===== config.mk =====
export PLATFORM = sky130hd
export DESIGN_NAME = manager_tx_frame
export DESIGN_NICKNAME = d
export VERILOG_FILES = /design/src/rtl/manager_tx_frame.sv
export SDC_FILE = /design/constraint.sdc
export NUM_CORES = 1
export LEC_CHECK = 0
export CAP_MARGIN = 20
export CORE_UTILIZATION = 35
export CTS_CLUSTER_SIZE = 30
export DETAILED_ROUTE_END_ITERATION = 7
export GPL_ROUTABILITY_DRIVEN = 0
export SLEW_MARGIN = 20
export SYNTH_ARGS = -nofsm -noshare
export SYNTH_HDL_FRONTEND = slang
export SYNTH_SLANG_ARGS = --single-unit

===== constraint.sdc =====
create_clock -name CLK_50MHZ -period 2.88 [get_ports CLK_50MHZ]
set_input_delay 0.432 -clock CLK_50MHZ [delete_from_list [all_inputs] [get_ports CLK_50MHZ]]
set_output_delay 0.432 -clock CLK_50MHZ [all_outputs]
set_load 0.01 [all_outputs]

===== src/rtl/manager_tx_frame.sv =====
// manager_tx_frame: queues {addr,data} requests and sends each one as a paced byte frame to an RS232 transmitter
module manager_tx_frame #(
  parameter int DATA_BYTES     = 2,
  parameter int FIFO_DEPTH     = 4,
  parameter int CHECKSUM_EN    = 1,
  parameter int TIMEOUT_CYCLES = 65535
) (
  input  logic                    CLK_50MHZ,
  input  logic                    RST,
  input  logic                    tx_trig,
  input  logic [7:0]              addr_tx,
  input  logic [8*DATA_BYTES-1:0] data_tx,
  output logic                    tx_ready,
  output logic [7:0]              RS_DATAIN,
  output logic                    RS_TRG_WRITE,
  input  logic                    RS_DONE,
  output logic                    busy,
  output logic                    overflow,
  output logic                    timeout_err
);
  localparam int W = 8 + 8*DATA_BYTES;
  localparam int L = 1 + DATA_BYTES + CHECKSUM_EN;
  localparam int AW = $clog2(FIFO_DEPTH);
  localparam logic [AW:0] FULL = (AW+1)'(FIFO_DEPTH);
  localparam logic [2:0] LAST = 3'(L-1);
  localparam logic [2:0] NDB = 3'(DATA_BYTES);
  localparam logic [15:0] TMO_LAST = 16'(TIMEOUT_CYCLES-1);
  typedef enum logic [1:0] {IDLE, LOAD, SEND, WAIT_DONE} state_t;
  state_t r_state, w_state_nx;
  logic [W-1:0] r_mem [FIFO_DEPTH];
  logic [AW-1:0] r_wp, r_rp;
  logic [AW:0] r_cnt;
  logic [W-1:0] r_frame;
  logic [2:0] r_idx;
  logic [7:0] r_csum;
  logic [15:0] r_tmo;
  logic w_push, w_pop, w_send, w_done, w_tmo;
  logic [7:0] w_byte;
  assign tx_ready = r_cnt != FULL;
  // Handshake decode and next state; RS_DONE counts only in WAIT_DONE once the strobe has dropped
  always_comb begin
    w_push = tx_trig && r_cnt != FULL;
    w_pop = r_state == IDLE && r_cnt != '0;
    w_send = r_state == LOAD || r_state == SEND;
    w_done = r_state == WAIT_DONE && RS_DONE && !RS_TRG_WRITE;
    w_tmo = r_state == WAIT_DONE && !w_done && r_tmo == TMO_LAST;
    w_byte = r_idx > NDB ? r_csum : r_frame[W-1 -: 8];
    w_state_nx = w_pop ? LOAD :
                 w_send ? WAIT_DONE :
                 (w_tmo || (w_done && r_idx == LAST)) ? IDLE :
                 w_done ? SEND : r_state;
  end
  // FSM state register
  always_ff @(posedge CLK_50MHZ or posedge RST)
    if (RST) r_state <= IDLE;
    else r_state <= w_state_nx;
  // Request storage; contents need no reset since the count gates every read
  always_ff @(posedge CLK_50MHZ)
    if (w_push) r_mem[r_wp] <= {addr_tx, data_tx};
  // FIFO pointers, occupancy and the sticky drop flag
  always_ff @(posedge CLK_50MHZ or posedge RST)
    if (RST) begin
      r_wp <= '0;
      r_rp <= '0;
      r_cnt <= '0;
      overflow <= 1'b0;
    end else begin
      if (w_push) r_wp <= r_wp + 1'b1;
      if (w_pop) r_rp <= r_rp + 1'b1;
      r_cnt <= r_cnt + (AW+1)'(w_push) - (AW+1)'(w_pop);
      if (tx_trig && !w_push) overflow <= 1'b1;
    end
  // Frame datapath: the frame shifts left so the next byte is always at the top, checksum follows the data
  always_ff @(posedge CLK_50MHZ or posedge RST)
    if (RST) begin
      r_frame <= '0;
      r_idx <= '0;
      r_csum <= '0;
      r_tmo <= '0;
      RS_DATAIN <= '0;
      RS_TRG_WRITE <= 1'b0;
      busy <= 1'b0;
      timeout_err <= 1'b0;
    end else begin
      RS_TRG_WRITE <= w_send;
      busy <= w_state_nx != IDLE;
      if (w_pop) begin
        r_frame <= r_mem[r_rp];
        r_idx <= '0;
        r_csum <= '0;
      end
      if (w_send) begin
        RS_DATAIN <= w_byte;
        r_csum <= r_csum ^ w_byte;
        r_frame <= r_frame << 8;
        r_tmo <= '0;
      end
      if (r_state == WAIT_DONE && !w_done && !w_tmo) r_tmo <= r_tmo + 1'b1;
      if (w_done) r_idx <= r_idx + 1'b1;
      if (w_tmo) timeout_err <= 1'b1;
    end
endmodule

# Word-level counts from Yosys, hierarchy flattened
# Memories as Yosys holds them, arrays and structs flattened.
# Cells that the tools add are included.
# word_totals
input_bits,28
ram_bits,96
elab_cells,64
output_inout_bits,13
ff_bits,72
memories,1
# mem_list
name,words,word_bits,read_ports,rd_ports_with_merged_regs,wr,line_no,text
r_mem,4,24,1,0,1,30,logic [W-1:0] r_mem [FIFO_DEPTH];
# classes
bitwise_logic,1
mux,15
reduce_logical,21
order_cmp,1
eq_ne,6
add_sub_neg,6
# ops
cell,count
2-to-1 mux 24 bit,2
2-to-1 mux 16 bit,2
2-to-1 mux 8 bit,3
"adder 16 x 1 -> 16 bit, second input constant",1
"equality test 16 bit, second input constant",1
logical AND 1 bit,9
2-to-1 mux 2 bit,4
nonzero test 2 bit,4
XOR 8 bit,1
2-to-1 mux 3 bit,2
"adder 2 x 1 -> 2 bit, second input constant",2
"equality test 2 bit, second input constant",2
zero test 1 bit,4
adder 3 x 1 -> 3 bit,1
"adder 3 x 1 -> 3 bit, second input constant",1
"equality test 3 x 2 -> 1 bit, second input constant",1
"greater-than comparator 3 x 2 -> 1 bit, second input constant",1
"inequality test 3 bit, second input constant",1
nonzero test 3 bit,1
subtractor 3 x 1 -> 3 bit,1
"equality test 2 x 1 -> 1 bit, second input constant",1
zero test 2 bit,1
logical OR 1 bit,2
2-to-1 mux 1 bit,2

# Depth between registers and ports, before layout
# depth
ltp_word,11
ltp_mapped,11

# Worst setup path before layout
# Ideal clock, no wire load.
# synth_path
path_type,reg2reg
start,register r_cnt[0]
end,register r_cnt[2]
period_less_slack_ns,2.437
path_buffers,1
path_stages_with_launch,10
arrival_time_ns,2.314
slack_ns,0.443
required_ns,2.757
cell_sequence,dfrtp_1 -> o31ai_2 -> inv_2 -> clkbuf_1 -> ha_1 -> inv_1 -> ha_1 -> fa_1 -> xnor2_1 -> xnor2_1
# synth_via
elab_cells_between_ends,6
cone_classes,add/sub: 2; eq/ne: 1; reduce/logical: 3
# synth_lines
item,line_no,text
start: declaration,32,logic [AW:0] r_cnt;
start signal: assignment,70,r_cnt <= r_cnt + (AW+1)'(w_push) - (AW+1)'(w_pop);
nonzero test 3 bit,43,w_pop = r_state == IDLE && r_cnt != '0;
logical AND 1 bit,43,
via w_pop,37,"logic w_push, w_pop, w_send, w_done, w_tmo;"
subtractor 3 x 1 -> 3 bit,70,
# The timed path passes the listed nets, and every way through them passes these cells.
# A chain may end at the register's enable or synchronous reset.

# Worst setup path in the final report
# layout_path
start,register r_tmo[0]
end,register r_tmo[13]
# layout_via
elab_chain_len,5
elab_cells_between_ends,7
cone_classes,add/sub: 1; eq/ne: 1; mux: 1; reduce/logical: 4
# layout_lines
item,line_no,text
start: declaration,36,logic [15:0] r_tmo;
start signal: assignment,98,if (r_state == WAIT_DONE && !w_done && !w_tmo) r_tmo <= r_tmo + 1'b1;
branches (longest 5 deep; another with adder 16 x 1 -> 16 bit),n/a,
# Parallel ways; which one is timed is not known.

==> flow_summary.toml <==
[route]
routed_via_density = 5.071
routed_wl_microns = 13520
first_iter_violations = 187
via_count = 4082
route.antenna.remaining_nets = 0
routedWlPerCell_microns = 16.79
drc = 0
drt_pass1_iterations = 5

[yosys]
synth-edff-count = 96
post_synth_inst_count = 478
synthDominantAreaCellType = "sky130_fd_sc_hd__edfxtp_1"
largest_family_of_logic_cells_by_synthesized_area = "multiplexers"
synthDistinctLibCells = 55
synthesis.yosys.warnings = 0
synth_mux_area_frac = 0.1148
yosys.area_share.xor_xnor = 0.007418
synth_flop_cell = "sky130_fd_sc_hd__edfxtp_1"
top_cell_type_s_share_of_synthesized_area = 0.4069
synth-simple-area-share = 0.08919
synthAdderAreaFrac = 0.02579
top_cells_by_area_synth = "sky130_fd_sc_hd__edfxtp_1 41%, sky130_fd_sc_hd__dfrtp_1 25%, sky130_fd_sc_hd__mux4_2 7.6%"
ys_ff_latch = 168
synth_sequential_area_ratio = 0.6613
syn_avg_cell_area_sq_um = 14.82
asyncSetResetFlopFracSynth = 0.4286
syn-num-nets = 520
compound_gate_portion_of_the_synthesized_area = 0.07895
post_synthesis_instance_area_sq_um = 7084

[grt]
overflow = 0
groute.layer.met3.usage = 0.03510
grt_pass1_wl_microns = 21780
grt_usage = 0.1409
grt_use_met1 = 0.1767
grt.busiest_layer = "met2"
use_met2 = 0.2370
antenna_found_initial = 0
first_global_vias = 4151
grt_start_max_net_pins = 41

[sta]
final.min_clock_period_ns = 2.310
worst-slew-pin-transition_ns = 0.6057
fin_setup_tns_ns = 0
worst_slack_ns = 0.5696
max-slew-margin-rel = 0.5962
final-setup-viol-count = 0
finalMaxSlewViolations = 0
finalHoldViolations = 0
worst_clock_skew_ns = 0.008672
worst_hold_slack_ns = 0.4028
period_share = 0.8022
grt_setup_unrepaired = "no"
max_clock_freq_mhz = 432.8

[placed_design]
count_of_placed_standard_cells_including_taps = 773
worst_setup_timing_slack_at_the_placement_stage_ns = 0.4642
portBuffers = 40
dp_hpwl_microns = 8745

[floorplanning]
fp.dieH_microns = 144.3
start_util = 0.3605
rows = 51
fp.dieArea_sq_um = 20810
chipWidth_microns = 144.3
core-area_sq_um = 19650
ioPinCount = 41

[worst_setup_path]
critical_path_buf_inv_count = 1
required_ns = 3.18
standard_cell_with_the_maximum_stage_delay_on_the_critical_path = "sky130_fd_sc_hd__and4_1"
setup.worst_path.class = "register to register"
regToRegSetupSlack_ns = 0.57
path_delay_family = "simple AND/OR/NAND/NOR gates"
timing.critical_path.arrival_ns = 2.61
crit_path_max_incr_delay_ns = 0.61
regToRegStartpoint = "r_tmo[0]"
crit_path_start_kind = "register"
critical_path_peak_fanout = 18
timing.rr.end = "r_tmo[13]"
critical_path.endpoint_type = "register"
cp_cell_sequence = "inv_1, ha_1, and3_1, and4_1, nor2_1, a221o_1"
reg2regPathDepth = 6

[layout]
syn_to_final_growth_pct = 17.79
insertedDiodeCount = 0
share_of_cells_above_drive_strength_1 = 0.1519
fin_cells = 805
layout.nets = 569

[power]
total_leakage_power_nw = 3.116
power-per-cell-area_nw_per_um2 = 969.6
vdd.ir_drop.worst_mv = 0.4007

[clock_network]
tritoncts = "built"
clk_transition_reported_paths_ns = 0.06
numClockSinks = 168
cts_post_setup_buffers_inserted = 0
root_buffer = "sky130_fd_sc_hd__clkbuf_16"
cts_buffers = 17
post_cts_hold_buffer_count = 0
post_cts_resized = 0
ctsLongestPathBuffers = 2
htree_num_levels = 4
clock_insertion_delay_worst_skew_ns = 0.42

[run_status]
result_of_the_run = "complete, no violations"

[flow_run]
cap_viol_max_count = 0

[hold_path]
hold_path_class = "input pin to async pin"
[cell usage after synthesis (4+ instances only)]
library cell and n:
sky130_fd_sc_hd__nand4_1 5, sky130_fd_sc_hd__o31ai_1 5, sky130_fd_sc_hd__a21o_1 10, sky130_fd_sc_hd__buf_2 5, sky130_fd_sc_hd__edfxtp_1 96, sky130_fd_sc_hd__or4_1 4, sky130_fd_sc_hd__mux2i_1 25, sky130_fd_sc_hd__nor2_1 11
sky130_fd_sc_hd__a21oi_1 18, sky130_fd_sc_hd__inv_1 15, sky130_fd_sc_hd__nand2_1 42, sky130_fd_sc_hd__ha_1 13, sky130_fd_sc_hd__a221o_1 4, sky130_fd_sc_hd__nor3b_1 8, sky130_fd_sc_hd__xnor2_1 5, sky130_fd_sc_hd__and3_1 7
sky130_fd_sc_hd__clkbuf_1 11, sky130_fd_sc_hd__mux4_2 24, sky130_fd_sc_hd__dfrtp_1 72, sky130_fd_sc_hd__o21ai_0 36, sky130_fd_sc_hd__nand3_1 7
[cell type report]
class                           instances  area [sq um]
Tap cell                              265         331.6
Fill cell                            1810         11310
Multi-Input combinational cell        273          2242
Clock buffer                           20         436.7
Sequential cell                       168          4684
Clock inverter                         12         93.84
Timing Repair Buffer                   51         495.5
Inverter                               16         60.06
[worst max path at each step]
| stage | from | endpoint | slack [ns] | cells after the start |
|---|---|---|---|---|
| global route | r_tmo[0] | r_tmo[13] | 0.46 | 6 |
| CTS | r_tmo[0] | r_tmo[13] | 0.59 | 6 |
| global placement | tx_trig | r_cnt[2] | 0.51 | 8 |
| detailed placement | tx_trig | r_cnt[2] | 0.46 | 8 |
| finish | r_tmo[0] | r_tmo[13] | 0.57 | 6 |
| floorplan | r_cnt[0] | r_cnt[2] | 0.44 | 9 |
[registers in the layout (all words and copies together) (netlist names)]
register      cells
r_frame          24
r_tmo            16
r_mem            96
r_csum            8
timeout_err       1
r_state           2
r_rp              2
RS_DATAIN         8
RS_TRG_WRITE      1
r_cnt             3
overflow          1
busy              1
r_idx             3
r_wp              2
[layout by cell type (no fill, tap or decap), drive strengths merged, types with 2 or more instances in the layout]
cell type	synthesis	final
edfxtp	96	96
nor2	11	11
clkbuf	11	20
and2	4	4
mux2i	25	25
o21ai	36	36
mux2	2	2
and4	4	4
dfrtp	72	72
nor4b	2	2
o31ai	6	6
or2	2	2
nor3	2	2
xnor2	5	5
a31o	2	2
nor2b	2	2
nand2b	2	2
or3	4	4
a21o	11	11
a211oi	3	3
nand4	6	6
clkinvlp	0	4
nor4	3	3
a21oi	20	20
or4	5	5
a22o	2	2
clkinv	0	4
inv	16	20
and3	7	7
nand3	8	8
mux4	24	24
nand2	42	42
buf	10	11
clkdlybuf4s50	0	40
nor3b	8	8
ha	13	13
a221o	4	4
[power by group]
| part | total (mW) | internal, mW | switching [mW] |
|---|---|---|---|
| combinational | 2.50 | 1.07 | 1.42 |
| sequential | 3.55 | 3.20 | 0.342 |
| clock | 2.05 | 1.11 | 0.935 |
[stage by stage]
stage	util	instance area, sq um	power (mW)
5_1_grt	0.4246	8344	8.585
6_report	0.4246	8344	8.091
3_5_place_dp	0.3976	7814	6.155
3_3_place_gp	0.3976	7814	6.029
2_1_floorplan	-	7084	5.287
4_1_cts	0.4246	8344	8.216
[layer usage]
layer / part of all wire / wire, microns
met1: 0.44 / 6010
met2: 0.51 / 6844
met3: 0.035 / 476
met4: 0.014 / 187
met5: 0 / 0
[worst reg2reg max path, cell delays in order, from the launching register on]
cell and delay, ns:
sky130_fd_sc_hd__dfrtp_1 0.45, sky130_fd_sc_hd__inv_1 0.09, sky130_fd_sc_hd__ha_1 0.15, sky130_fd_sc_hd__and3_1 0.23, sky130_fd_sc_hd__and4_1 0.61, sky130_fd_sc_hd__nor2_1 0.27, sky130_fd_sc_hd__a221o_1 0.39
[logic make-up after synthesis]
family                     Yosys count
AOI/OAI and AO/OA                   89
xor gates and xnor gates             6
adders and majority gates           14
buffers and inverters               37
DFF                                168
muxes                               51
and+or+nand+nor                    113
Power figures use the tool's default switching activity.
